File: src/rtl/serial_word_framer_if.sv
// serial_word_framer_if: parallel load handshake plus the serial stream it produces
interface serial_word_framer_if #(
  parameter int WIDTH = 8
) ();
  logic [WIDTH-1:0] load_data;
  logic             load_valid;
  logic             load_ready;
  logic             ser_i;
  logic             ser_start;
  logic             ser_last;
  logic             ser_valid;
  modport master (
    output load_data, load_valid,
    input  load_ready, ser_i, ser_start, ser_last, ser_valid
  );
  modport slave (
    input  load_data, load_valid,
    output load_ready, ser_i, ser_start, ser_last, ser_valid
  );
endinterface

File: src/rtl/serial_word_framer.sv
// serial_word_framer: LSB-first word serialiser with one-entry hold register,
// first/last bit strobes and an optional idle gap between words.
module serial_word_framer #(
  parameter int WIDTH = 8,
  parameter int GAP   = 0
) (
  input logic t_clk,
  input logic r,
  serial_word_framer_if.slave bus
);
  localparam int CW = $clog2(WIDTH);
  localparam logic [1:0] ST_IDLE  = 2'd0;
  localparam logic [1:0] ST_SHIFT = 2'd1;
  localparam logic [1:0] ST_GAP   = 2'd2;
  logic [1:0]       state_q, state_d;
  logic [WIDTH-1:0] shift_q, shift_d, hold_q, hold_d, word;
  logic             hold_full_q, hold_full_d;
  logic [CW-1:0]    bit_cnt_q, bit_cnt_d;
  logic [3:0]       gap_cnt_q, gap_cnt_d;
  logic             ser_i_q, ser_i_d, ser_start_q, ser_start_d;
  logic             ser_last_q, ser_last_d, ser_valid_q, ser_valid_d;
  logic             accept, end_word, gap_end, next_word;
  always_comb begin
    accept    = bus.load_valid && !hold_full_q;
    end_word  = state_q == ST_SHIFT && bit_cnt_q == CW'(WIDTH - 1);
    gap_end   = state_q == ST_GAP && gap_cnt_q == 4'd1;
    next_word = (state_q != ST_SHIFT && state_q != ST_GAP) || gap_end || (end_word && GAP == 0);
    word      = hold_full_q ? hold_q : bus.load_data;
    state_d     = state_q;
    shift_d     = shift_q;
    hold_d      = hold_q;
    hold_full_d = hold_full_q;
    bit_cnt_d   = bit_cnt_q;
    gap_cnt_d   = gap_cnt_q;
    ser_i_d     = 1'b0;
    ser_start_d = 1'b0;
    ser_last_d  = 1'b0;
    ser_valid_d = 1'b0;
    if (state_q == ST_SHIFT && !end_word) begin
      ser_i_d     = shift_q[0];
      ser_last_d  = bit_cnt_q == CW'(WIDTH - 2);
      ser_valid_d = 1'b1;
      shift_d     = shift_q >> 1;
      bit_cnt_d   = bit_cnt_q + 1'b1;
    end else if (end_word && GAP != 0) begin
      state_d   = ST_GAP;
      gap_cnt_d = 4'(GAP);
    end else if (state_q == ST_GAP && !gap_end) begin
      gap_cnt_d = gap_cnt_q - 4'd1;
    end else if (hold_full_q || accept) begin
      // a held word always wins; a fresh accept cannot coincide with it
      state_d     = ST_SHIFT;
      shift_d     = word >> 1;
      ser_i_d     = word[0];
      ser_start_d = 1'b1;
      ser_valid_d = 1'b1;
      bit_cnt_d   = '0;
      hold_full_d = 1'b0;
    end else begin
      state_d = ST_IDLE;
    end
    if (accept && !next_word) begin
      hold_d      = bus.load_data;
      hold_full_d = 1'b1;
    end
  end
  always_ff @(posedge t_clk or negedge r) begin
    if (!r) begin
      state_q     <= ST_IDLE;
      shift_q     <= '0;
      hold_q      <= '0;
      hold_full_q <= 1'b0;
      bit_cnt_q   <= '0;
      gap_cnt_q   <= '0;
      ser_i_q     <= 1'b0;
      ser_start_q <= 1'b0;
      ser_last_q  <= 1'b0;
      ser_valid_q <= 1'b0;
    end else begin
      state_q     <= state_d;
      shift_q     <= shift_d;
      hold_q      <= hold_d;
      hold_full_q <= hold_full_d;
      bit_cnt_q   <= bit_cnt_d;
      gap_cnt_q   <= gap_cnt_d;
      ser_i_q     <= ser_i_d;
      ser_start_q <= ser_start_d;
      ser_last_q  <= ser_last_d;
      ser_valid_q <= ser_valid_d;
    end
  end
  assign bus.load_ready = ~hold_full_q;
  assign bus.ser_i      = ser_i_q;
  assign bus.ser_start  = ser_start_q;
  assign bus.ser_last   = ser_last_q;
  assign bus.ser_valid  = ser_valid_q;
endmodule

File: src/flat_wrapper.sv
// flat-port wrapper written by rule: the top's interface ports become plain ports
module serial_word_framer_flat 
#(
  parameter int WIDTH = 8,
  parameter int GAP   = 0
)
  (t_clk, r, bus_load_data, bus_load_valid, bus_load_ready, bus_ser_i, bus_ser_start, bus_ser_last, bus_ser_valid);
  serial_word_framer_if #(.WIDTH(WIDTH)) bus_i ();
  input logic t_clk;
  input logic r;
  input wire logic [$bits(bus_i.load_data)-1:0] bus_load_data;
  input wire logic [$bits(bus_i.load_valid)-1:0] bus_load_valid;
  output wire logic [$bits(bus_i.load_ready)-1:0] bus_load_ready;
  output wire logic [$bits(bus_i.ser_i)-1:0] bus_ser_i;
  output wire logic [$bits(bus_i.ser_start)-1:0] bus_ser_start;
  output wire logic [$bits(bus_i.ser_last)-1:0] bus_ser_last;
  output wire logic [$bits(bus_i.ser_valid)-1:0] bus_ser_valid;
  assign bus_i.load_data = bus_load_data;
  assign bus_i.load_valid = bus_load_valid;
  assign bus_load_ready = bus_i.load_ready;
  assign bus_ser_i = bus_i.ser_i;
  assign bus_ser_start = bus_i.ser_start;
  assign bus_ser_last = bus_i.ser_last;
  assign bus_ser_valid = bus_i.ser_valid;
  serial_word_framer #(.WIDTH(WIDTH), .GAP(GAP)) u_core (.t_clk(t_clk), .r(r), .bus(bus_i));
endmodule
File: config.mk
export PLATFORM = sky130hd
export DESIGN_NAME = serial_word_framer_flat
export DESIGN_NICKNAME = d
export VERILOG_FILES = /design/src/rtl/serial_word_framer_if.sv /design/src/rtl/serial_word_framer.sv /design/src/flat_wrapper.sv
export SDC_FILE = /design/constraint.sdc
export NUM_CORES = 1
export LEC_CHECK = 0
export CORE_MARGIN = 2
export CORE_UTILIZATION = 47
export DETAILED_ROUTE_END_ITERATION = 8
export GPL_TIMING_DRIVEN = 0
export PLACE_DENSITY_LB_ADDON = 0.1
export SETUP_SLACK_MARGIN = 0.05
export SYNTH_ARGS = -nofsm -noshare
export SYNTH_HDL_FRONTEND = slang
export SYNTH_SLANG_ARGS = --single-unit
export TNS_END_PERCENT = 5
File: constraint.sdc
create_clock -name t_clk -period 1.6 [get_ports t_clk]
set_input_delay 0.24 -clock t_clk [delete_from_list [all_inputs] [get_ports t_clk]]
set_output_delay 0.24 -clock t_clk [all_outputs]
set_load 0.005 [all_outputs]
Word level (Yosys, flattened, before mapping) --
Cells that the tools add are included.
Cells by class: eq/ne operators 10, mux-type cells 20, bitwise gates (word level) 3, $add $sub $neg 2, reduce and logical (&&, ||, !) cells 20
Operators with widths (count):
- $mux 8 | 4
- $mux 1 | 13
- $mux 3 | 3
- $logic_and 1x1->1 | 7
- $eq 3x3->1 const B | 2
- $ne 2x2->1 const B | 3
- $reduce_and 2->1 | 3
- $eq 4x1->1 const B | 1
- $logic_not 1->1 | 4
- $ne 2x1->1 const B | 2
- $reduce_bool 2->1 | 2
- $sub 4x1->4 const B | 1
- $add 3x1->3 const B | 1
- $logic_or 1x1->1 | 3
- $not 1->1 | 3
- $reduce_and 3->1 | 1
- $eq 2x1->1 const B | 1
- $eq 2x2->1 const B | 1
Storage, ports and cells: register bits 30, logic and storage cells 65

Depth between registers and ports, before layout --
Gate-level depths: netlist of the first run.
depth after elaboration 8, gate-level depth with buffers 7

Worst setup path before layout of the first run --
No wires, ideal clock.
kind reg-to-reg, start point reg u_core.bit_cnt_q[1], end point reg u_core.hold_q[0], buffers on the path 2, required time 1.475 ns, stages on the path, launching flop included 8, arrival 1.602 ns, setup slack -0.127 ns, cell sequence dfrtp_1 > ha_1 > ha_1 > nor2b_1 > buf_2 > and2_4 > buf_6 > mux2_4
Between the ends: word-level cells in the longest chain between the ends 5
Ends and longest elaborated chain:
- start, declared | RTL line serial_word_framer.sv:18 | logic [CW-1:0] bit_cnt_q, bit_cnt_d;
- start signal, assigned | RTL line serial_word_framer.sv:84 | bit_cnt_q <= bit_cnt_d;
- $eq 3x3->1 | RTL line serial_word_framer.sv:25 | end_word = state_q == ST_SHIFT && bit_cnt_q == CW'(WIDTH - 1);
- $logic_and 1x1->1 | RTL line serial_word_framer.sv:25
- $logic_or 1x1->1 | RTL line serial_word_framer.sv:27 | next_word = (state_q != ST_SHIFT && state_q != ST_GAP) || gap_end || (end_word && GAP == 0);
- $logic_not 1->1 | RTL line serial_word_framer.sv:62 | if (accept && !next_word) begin
- $logic_and 1x1->1 | RTL line serial_word_framer.sv:62
- end signal, assigned | RTL line serial_word_framer.sv:82 | hold_q <= hold_d;
- end, declared | RTL line serial_word_framer.sv:16 | logic [WIDTH-1:0] shift_q, shift_d, hold_q, hold_d, word;
Every way passes these cells. A chain may end at the register's enable or synchronous reset.

Worst setup path after layout of the first run --
start point reg u_core.bit_cnt_q[1], end point reg u_core.shift_q[4]
Between the ends: word-level cells in the longest chain between the ends 6, elaborated cells on any way between the ends 8, those cells by class 2 x eq/ne; 1 x mux; 5 x reduce/logical
Ends and longest elaborated chain:
- $eq 3x3->1 * | RTL line serial_word_framer.sv:25
- $logic_and 1x1->1 * | RTL line serial_word_framer.sv:25
- $logic_not 1->1 * | RTL line serial_word_framer.sv:39 | if (state_q == ST_SHIFT && !end_word) begin
- $logic_and 1x1->1 * | RTL line serial_word_framer.sv:39
- $ne 2x1->1 (no source line) or $reduce_bool 2->1 (tied branches)
- $reduce_and 2->1 (no source line)
- end signal, assigned | RTL line serial_word_framer.sv:81 | shift_q <= shift_d;
- end, declared | RTL line serial_word_framer.sv:16
Mark *: on every way between the ends. The rest lies on a longest branch, timed or not.

==> impl_metrics.yaml, run 1 <==
power_and_ir_drop:
  p_leak_nw: 0.646
  switching_share: 0.292
  sequentialPowerShare: 0.424
  p_per_area_nw_per_um2: 1610
  p_int_w: 0.00164
  max-vdd-ir-drop_uv: 1320
  p_sw_w: 0.000674
  power.total_w: 0.00231
  power_frac_clock: 0.190
  power_frac_comb: 0.386
clocking:
  clk_pin_slew_worst_paths_ns: 0.14
  clock_latency_ns: 0.32
  clock-sinks: 24
  clockBufferDepth: 2
  cts_tree: "yes"
  numCtsBuffers: 3
  clockRootBuffer: "clkbuf_4"
  cts_max_level: 1
synthesis:
  synth-edff-count: 0
  syn-num-nets: 101
  ys_seq_elements: 24
  ys_seq_area_frac: 0.550
  syn_avg_cell_area_um2: 12.5
  postSynthCellCount: 87
  synth_cell_type_count: 21
  syn-cell-area_um2: 1090
  ys_warn_count: 0
  synthFlopType: "dfrtp_1"
  async_reset_ff_frac: 1.00
global_routing:
  first_global_vias: 729
  grt_pass1_wl_um: 3550
  grt-ovfl-total: 0
  antenna_found_initial: 0
  grt_max_degree: 25
  track_usage: 0.183
sta:
  slew_viol_final: 0
  relSlewSlack: 0.309
  hold_slack_ns: 0.203
  fin_crit_ns: 1.70
  rsz0062_at_grt: "true"
  timing.fmax_mhz: 589
  period_share: 1.06
  hold_viol: 0
  setup_viol: 13
  fin_ws_ns: -0.0965
  fin_skew_ns: 0.00848
  worst-slew-pin-transition_ns: 1.03
floorplan:
  chipHeight_um: 52.2
  floorplan.initialDensity: 0.493
  num_rows: 17
  die_area_um2: 2720
  die_x_um: 52.2
  ioPinCount: 16
  core_um2: 2210
finish:
  nFillCells: 187
  areaGrowthSynthToFinish_pct: 31.5
  final-seq-area_um2: 602
  utilization: 0.649
  final_cell_mix: "23 x dfrtp_1, 13 x clkdlybuf4s50_1, 8 x buf_4, 8 x nand2_1, 8 x mux2_4"
  final_area_um2: 1440
  layout_commonest_cell: "dfrtp_1"
  antennaDiodeCount: 0
  final_cells: 141
  multiInputGateArea_um2: 463
  layout.nets: 128
  drive_above_1_share: 0.274
setup_path:
  path_class: "flip-flop to flip-flop"
  cp-start-kind: "flip-flop"
  cp_max_fo: 5
  cp.arrival_ns: 1.91
  path_cells: "ha_4, ha_4, nor2b_1, buf_4, buf_6, nor3_4, buf_4, a221o_1"
  endpoint_kind: "flip-flop"
  slowest_stage: "dfrtp_1"
  cpPeakStageDelay_ns: 0.44
  worstPathRequired_ns: 1.81
placement:
  hpwl_um: 1320
  place_area_um2: 1280
  io_buffers: 14
  dp.cells: 129
  place_congestion: 0.736
status:
  violations: "setup timing"
  outcome: "finished, violations left"
route:
  vias: 775
  via_per_inst: 5.50
  drtIter0Drc: 18
  ant_nets: 0
  drt_wl_total_um: 2080
  post-route-drc-count: 0
  drt_first_pass_iters: 4
  routedWlPerCell_um: 14.8
worst_hold_path:
  min_path_type: "input port to flip-flop"
flow_run:
  cap_violations: 0
critical path: cells and delay by family, from the launching register on:
family | cells | cell delay (ns)
DFF | 1 | 0.44
AOI/OAI and AO/OA | 1 | 0.28
adders and majority gates | 2 | 0.33
buffers and inverters | 3 | 0.39
and+or+nand+nor | 2 | 0.16
sequential cells by signal, summed over array words and instances, names as in the netlist:
name / count
u_core.bit_cnt_q: 3
u_core.bus.ser_i: 1
u_core.bus.ser_last: 1
u_core.bus.ser_start: 1
u_core.bus.ser_valid: 1
u_core.hold_full_q: 1
u_core.hold_q: 8
u_core.shift_q: 7
u_core.state_q: 1
power by group through the flow:
stage	registers, W	logic (W)	clock network, W
floorplan	0.000957	0.000553	0
global placement	0.000982	0.000737	0
detailed placement	0.000990	0.000760	0
CTS	0.000968	0.000861	0.000445
global route	0.00101	0.000997	0.000471
finish	0.000981	0.000892	0.000439
through the flow:
stage                     setup slack [ns]  TNS (ns)
after floorplan                    -0.0598    -0.479
after global placement              -0.158     -1.22
after detailed placement            -0.171     -1.32
after CTS                           -0.104    -0.873
after global routing                -0.175     -2.19
final                              -0.0965    -0.985
cells in the mapped netlist (2+ instances only):
| library cell | n | share of area |
|---|---|---|
| ha_1 | 3 | 0.034 |
| nand3b_1 | 5 | 0.034 |
| a21oi_1 | 6 | 0.028 |
| mux2_4 | 8 | 0.11 |
| buf_6 | 2 | 0.021 |
| inv_1 | 4 | 0.014 |
| buf_2 | 3 | 0.014 |
| o2bb2ai_1 | 2 | 0.016 |
| nand2_1 | 8 | 0.028 |
| a221oi_1 | 2 | 0.016 |
| nor2b_1 | 2 | 0.011 |
| a221o_1 | 5 | 0.046 |
| dfrtp_1 | 24 | 0.55 |
| nor2_1 | 6 | 0.021 |
routing by layer:
layer / wire, um / GRT usage
met3: 108 / 0.0629
met2: 977 / 0.274
met4: 11 / 0.0256
met5: 0 / 0
met1: 984 / 0.265
timing repair:
action	4_1_cts	5_1_grt
setup endpoints to repair	16	21
gates resized for setup	5	3
hold endpoints to repair	0	0
gates cloned	0	0
setup buffers	3	5
pin swaps	4	3
hold buffers	0	0
worst paths after layout:
check                      slack, ns                 end           startpoint  depth (start not counted)
setup / recovery                -0.1   u_core.shift_q[4]  u_core.bit_cnt_q[1]                          8
hold / removal                  0.20  u_core.hold_full_q       bus_load_valid                          3
setup reg to reg                -0.1   u_core.shift_q[4]  u_core.bit_cnt_q[1]                          8
hold reg to reg                 0.51   u_core.shift_q[5]    u_core.shift_q[5]                          1
max in group asynchronous       0.45  u_core.hold_full_q                    r                          1
min in group asynchronous       0.47    u_core.hold_q[2]                    r                          1
cell type report:
class                   count  area share
flip-flops and latches     24       0.419
inverters                   4      0.0105
repair buffers             22       0.151
clock inverters             1      0.0209
well taps                  28      0.0244
multi-input cells          54       0.323
clock buffers               3      0.0157
plain buffers               5      0.0357
kinds of logic (layout without fill, tap and decap cells):
family / Yosys count / in the layout / synth area share
buffers and inverters: 9 / 35 / 0.0482
muxes: 9 / 9 / 0.120
and+or+nand+nor: 25 / 25 / 0.128
AOI/OAI and AO/OA: 17 / 17 / 0.118
adders and majority gates: 3 / 3 / 0.0344
DFF: 24 / 24 / 0.550
(Power assumes the default switching activity.)
==> inputs of run 2 (changes only) <==
Settings changed: SKIP_CTS_REPAIR_TIMING from default to 1.
==> impl_metrics.yaml, run 2 (same netlist as run 1, synthesis figures left out) <==
finish:
  antennaDiodeCount: 0
  layout.nets: 123
  nFillCells: 194
  top_regs: "u_core.hold_q: 8 flops, u_core.shift_q: 7 flops, u_core.bit_cnt_q: 3 flops"
  final_cell_mix: "23 x dfrtp_1, 13 x clkdlybuf4s50_1, 8 x nand2_1, 8 x mux2_4"
  drive_above_1_share: 0.250
  regMostFlops: "u_core.hold_q"
  areaGrowthSynthToFinish_pct: 26.8
  layout_commonest_cell: "dfrtp_1"
  final_area_um2: 1380
  largest_reg_flops: 8
clocking:
  clockRootBuffer: "clkbuf_4"
  cts_max_level: 1
  clock-sinks: 24
  clk_pin_slew_worst_paths_ns: 0.14
  clock_latency_ns: 0.32
  clockBufferDepth: 2
  cts_tree: "yes"
  numCtsBuffers: 3
floorplan:
  floorplan.initialDensity: 0.493
  ioPinCount: 16
  core_um2: 2210
  num_rows: 17
  chipHeight_um: 52.2
  die_area_um2: 2720
  die_x_um: 52.2
setup_path:
  endpoint_kind: "flip-flop"
  slowest_stage: "dfrtp_1"
  cp.arrival_ns: 1.92
  path_cells: "ha_4, ha_4, nor2b_1, buf_4, and2_4, buf_12, mux2_4"
  path_delay_family: "flip-flops"
  path_buf_inv: 2
  path_class: "flip-flop to flip-flop"
  cp_num_cells: 7
  r2r_cells: 7
  worstPathRequired_ns: 1.81
  cp_common_cell: "ha_4"
  cp_max_fo: 8
  cp-start-kind: "flip-flop"
  cpPeakStageDelay_ns: 0.45
route:
  routedWlPerCell_um: 15.1
  drt_first_pass_iters: 4
  drtIter0Drc: 11
  drt_wl_total_um: 2050
  post-route-drc-count: 0
  ant_nets: 0
  vias: 754
  via_per_inst: 5.54
power_and_ir_drop:
  power.total_w: 0.00226
  max-vdd-ir-drop_uv: 1290
  p_leak_nw: 0.625
  p_per_area_nw_per_um2: 1630
flow_run:
  cap_violations: 0
sta:
  period_share: 1.07
  setup_viol: 8
  hold_viol: 0
  worst-slew-pin-transition_ns: 1.06
  timing.fmax_mhz: 585
  relSlewSlack: 0.288
  fin_skew_ns: 0.00999
  slew_viol_final: 0
  fin_crit_ns: 1.71
  fin_ws_ns: -0.111
  rsz0062_at_grt: "true"
  hold_slack_ns: 0.198
status:
  violations: "setup timing"
  outcome: "finished, violations left"
worst_hold_path:
  holdPathStages: 3
  min_path_type: "input port to flip-flop"
placement:
  place_congestion: 0.736
  place_area_um2: 1280
  hpwl_um: 1320
  io_buffers: 14
global_routing:
  grt_max_degree: 25
  first_global_vias: 730
  grt-ovfl-total: 0
  track_usage: 0.180
  antenna_found_initial: 0
  grt_pass1_wl_um: 3480
[run 2: cell types whose count changed in the layout (fill, tap and decap cells not counted)]
cell / before / now
inv_1: 4 / 3
dlymetal6s2s_1: 0 / 1
buf_12: 2 / 1
clkdlybuf4s15_1: 1 / 0
buf_6: 2 / 1
buf_4: 8 / 5
inv_2: 0 / 1
[run 2: worst paths after layout]
| kind | start | endpoint | slack [ns] |
|---|---|---|---|
| max in group asynchronous | r | u_core.hold_full_q | 0.42 |
| min in group asynchronous | r | u_core.hold_q[2] | 0.48 |
| min reg2reg | u_core.shift_q[5] | u_core.shift_q[5] | 0.51 |
| max | u_core.bit_cnt_q[1] | u_core.hold_q[5] | -0.11 |
| min | bus_load_valid | u_core.state_q[0] | 0.20 |
| max reg2reg | u_core.bit_cnt_q[1] | u_core.hold_q[5] | -0.11 |
[run 2: worst register-to-register path, cell delays in order (launching register included)]
cell,delay (ns)
dfrtp_1,0.45
ha_4,0.18
ha_4,0.15
nor2b_1,0.10
buf_4,0.15
and2_4,0.15
buf_12,0.13
mux2_4,0.30
[run 2: cell type report]
cell class	instances	area [um^2]	area share
Timing Repair Buffer	17	165	0.119
Multi-Input combinational cell	54	463	0.335
Sequential cell	24	602	0.435
Tap cell	28	35.0	0.0253
Inverter	4	15.0	0.0108
Clock inverter	1	30.0	0.0217
Buffer	5	51.3	0.0371
Clock buffer	3	22.5	0.0163
[run 2: metal layers]
metal  track usage  wire length (um)  up-vias
met5             0                 0        -
met4        0.0256                11        0
li1              -                 -      355
met2         0.278               943       16
met1         0.250              1000      381
met3        0.0629                97        2
[run 2: metrics by stage]
| step | TNS [ns] | setup WS, ns | utilization | instances |
|---|---|---|---|---|
| after floorplan | -0.479 | -0.0598 | - | 87 |
| after global placement | -1.22 | -0.158 | 0.577 | 129 |
| after detailed placement | -1.32 | -0.171 | 0.577 | 129 |
| after CTS | -1.86 | -0.338 | 0.601 | 133 |
| after global routing | -1.67 | -0.190 | 0.626 | 136 |
| final | -0.782 | -0.111 | 0.626 | 136 |
[run 2: power breakdown]
| group | internal, W | switching, W | total, W |
|---|---|---|---|
| Sequential | 0.000840 | 0.000143 | 0.000983 |
| Clock | 0.000253 | 0.000185 | 0.000439 |
| Combinational | 0.000500 | 0.000335 | 0.000835 |
==> inputs of run 3 (changes only) <==
Settings changed: PLACE_DENSITY from default to 0.79, PLACE_DENSITY_LB_ADDON 0.1 to default, SKIP_LAST_GASP from default to 1.
==> impl_metrics.yaml, run 3 (same netlist as run 1, synthesis figures left out) <==
clocking:
  clockBufferDepth: 2
  clockRootBuffer: "clkbuf_4"
  numCtsBuffers: 3
  cts_max_level: 1
  clock_latency_ns: 0.32
  clock-sinks: 24
  cts_tree: "yes"
  clk_pin_slew_worst_paths_ns: 0.13
flow_run:
  cap_violations: 0
placement:
  hpwl_um: 1390
  place_congestion: 0.785
  place_ws_ns: -0.168
  dp.cells: 129
  io_buffers: 14
setup_path:
  endpoint_kind: "flip-flop"
  worstPathRequired_ns: 1.82
  path_class: "flip-flop to flip-flop"
  r2r_slack_ns: -0.17
  cp-start-kind: "flip-flop"
  r2r_end: "u_core.hold_q[1]"
  cp_max_fo: 10
  cp.arrival_ns: 1.99
  r2r_cells: 7
  rr_startpoint: "u_core.bit_cnt_q[1]"
route:
  routedWlPerCell_um: 15.3
  drtIter0Drc: 15
  vias: 743
  drt_first_pass_iters: 4
  via_per_inst: 5.54
  drt_wl_total_um: 2050
  ant_nets: 0
  post-route-drc-count: 0
status:
  violations: "setup timing"
  outcome: "finished, violations left"
finish:
  regMostFlops: "u_core.hold_q"
  multiInputGateArea_um2: 443
  layout.nets: 121
  final_cells: 134
  antennaDiodeCount: 0
  final_cell_mix: "23 x dfrtp_1, 13 x clkdlybuf4s50_1, 8 x nand2_1, 8 x mux2_4"
  areaGrowthSynthToFinish_pct: 23.2
  layout_commonest_cell: "dfrtp_1"
  top_regs: "u_core.hold_q: 8 flops, u_core.shift_q: 7 flops, u_core.bit_cnt_q: 3 flops"
  nFillCells: 180
  utilization: 0.607
  largest_reg_flops: 8
  final-seq-area_um2: 602
  drive_above_1_share: 0.226
sta:
  fin_ws_ns: -0.172
  hold_slack_ns: 0.205
  fin_skew_ns: 0.00236
  relSlewSlack: 0.312
  fin_crit_ns: 1.77
  setup_viol: 12
  timing.fmax_mhz: 564
  rsz0062_at_grt: "true"
  hold_viol: 0
  slew_viol_final: 0
  worst-slew-pin-transition_ns: 1.03
  period_share: 1.11
worst_hold_path:
  holdPathStages: 3
  min_path_type: "input port to flip-flop"
  min_from: "bus_load_valid"
  min_to: "u_core.state_q[0]"
floorplan:
  floorplan.initialDensity: 0.493
  die_x_um: 52.2
  ioPinCount: 16
  core_um2: 2210
  die_area_um2: 2720
  num_rows: 17
  chipHeight_um: 52.2
power_and_ir_drop:
  p_per_area_nw_per_um2: 1640
  p_leak_nw: 0.613
  max-vdd-ir-drop_uv: 1030
global_routing:
  grt_pass1_wl_um: 3480
  grt_max_degree: 25
  antenna_found_initial: 0
  track_usage: 0.180
  first_global_vias: 777
  grt-ovfl-total: 0
[run 3: changes by cell type in the layout (fill, tap and decap cells not counted)]
cell | previous run | this run
buf_4 | 5 | 2
ha_2 | 0 | 2
ha_4 | 2 | 0
buf_12 | 1 | 0
buf_8 | 0 | 1
clkbuf_4 | 3 | 4
inv_1 | 3 | 4
inv_2 | 1 | 0
[run 3: where the power goes]
group          internal [W]  total (W)  switching, W
Sequential         0.000840   0.000976      0.000136
Combinational      0.000464   0.000792      0.000329
Clock              0.000253   0.000436      0.000183
[run 3: worst max-delay path by stage]
stage / end / slack, ns / start
2_1_floorplan: u_core.hold_q[0] / -0.06 / u_core.bit_cnt_q[1]
3_3_place_gp: u_core.hold_q[4] / -0.14 / u_core.bit_cnt_q[1]
3_5_place_dp: u_core.hold_q[7] / -0.17 / u_core.bit_cnt_q[1]
4_1_cts: bus_load_ready / -0.27 / u_core.hold_full_q
5_1_grt: u_core.hold_q[1] / -0.27 / u_core.bit_cnt_q[1]
6_report: u_core.hold_q[1] / -0.17 / u_core.bit_cnt_q[1]
[run 3: metal layers]
metal  vias up  track usage  wire length [um]  share of wire
li1        345            -                 -              -
met4         0       0.0641                47          0.023
met2        20        0.304              1030           0.50
met3         8       0.0600                99          0.048
met5         -            0                 0              0
met1       370        0.213               871           0.43
[run 3: metrics by stage]
stage	area (um^2)	total power [W]	TNS, ns
3_5_place_dp	1280	0.00176	-1.35
6_report	1340	0.00220	-1.42
4_1_cts	1330	0.00221	-1.86
3_3_place_gp	1280	0.00171	-1.08
5_1_grt	1340	0.00236	-3.07
2_1_floorplan	1100	0.00151	-0.479
[run 3: final cells by class]
cell class / count / share of cell area
tap: 28 / 0.0261
inverter: 4 / 0.0112
sequential: 24 / 0.448
clock inverter: 1 / 0.0223
buffer: 5 / 0.0345
timing repair buffer: 15 / 0.112
multi-input combinational: 54 / 0.330
clock buffer: 3 / 0.0168
[run 3: critical path, cell delays in order (launching register included)]
cell	delay, ns
dfrtp_1	0.43
ha_2	0.20
ha_2	0.16
nor2b_1	0.10
buf_4	0.18
and2_4	0.16
buf_8	0.14
mux2_4	0.30
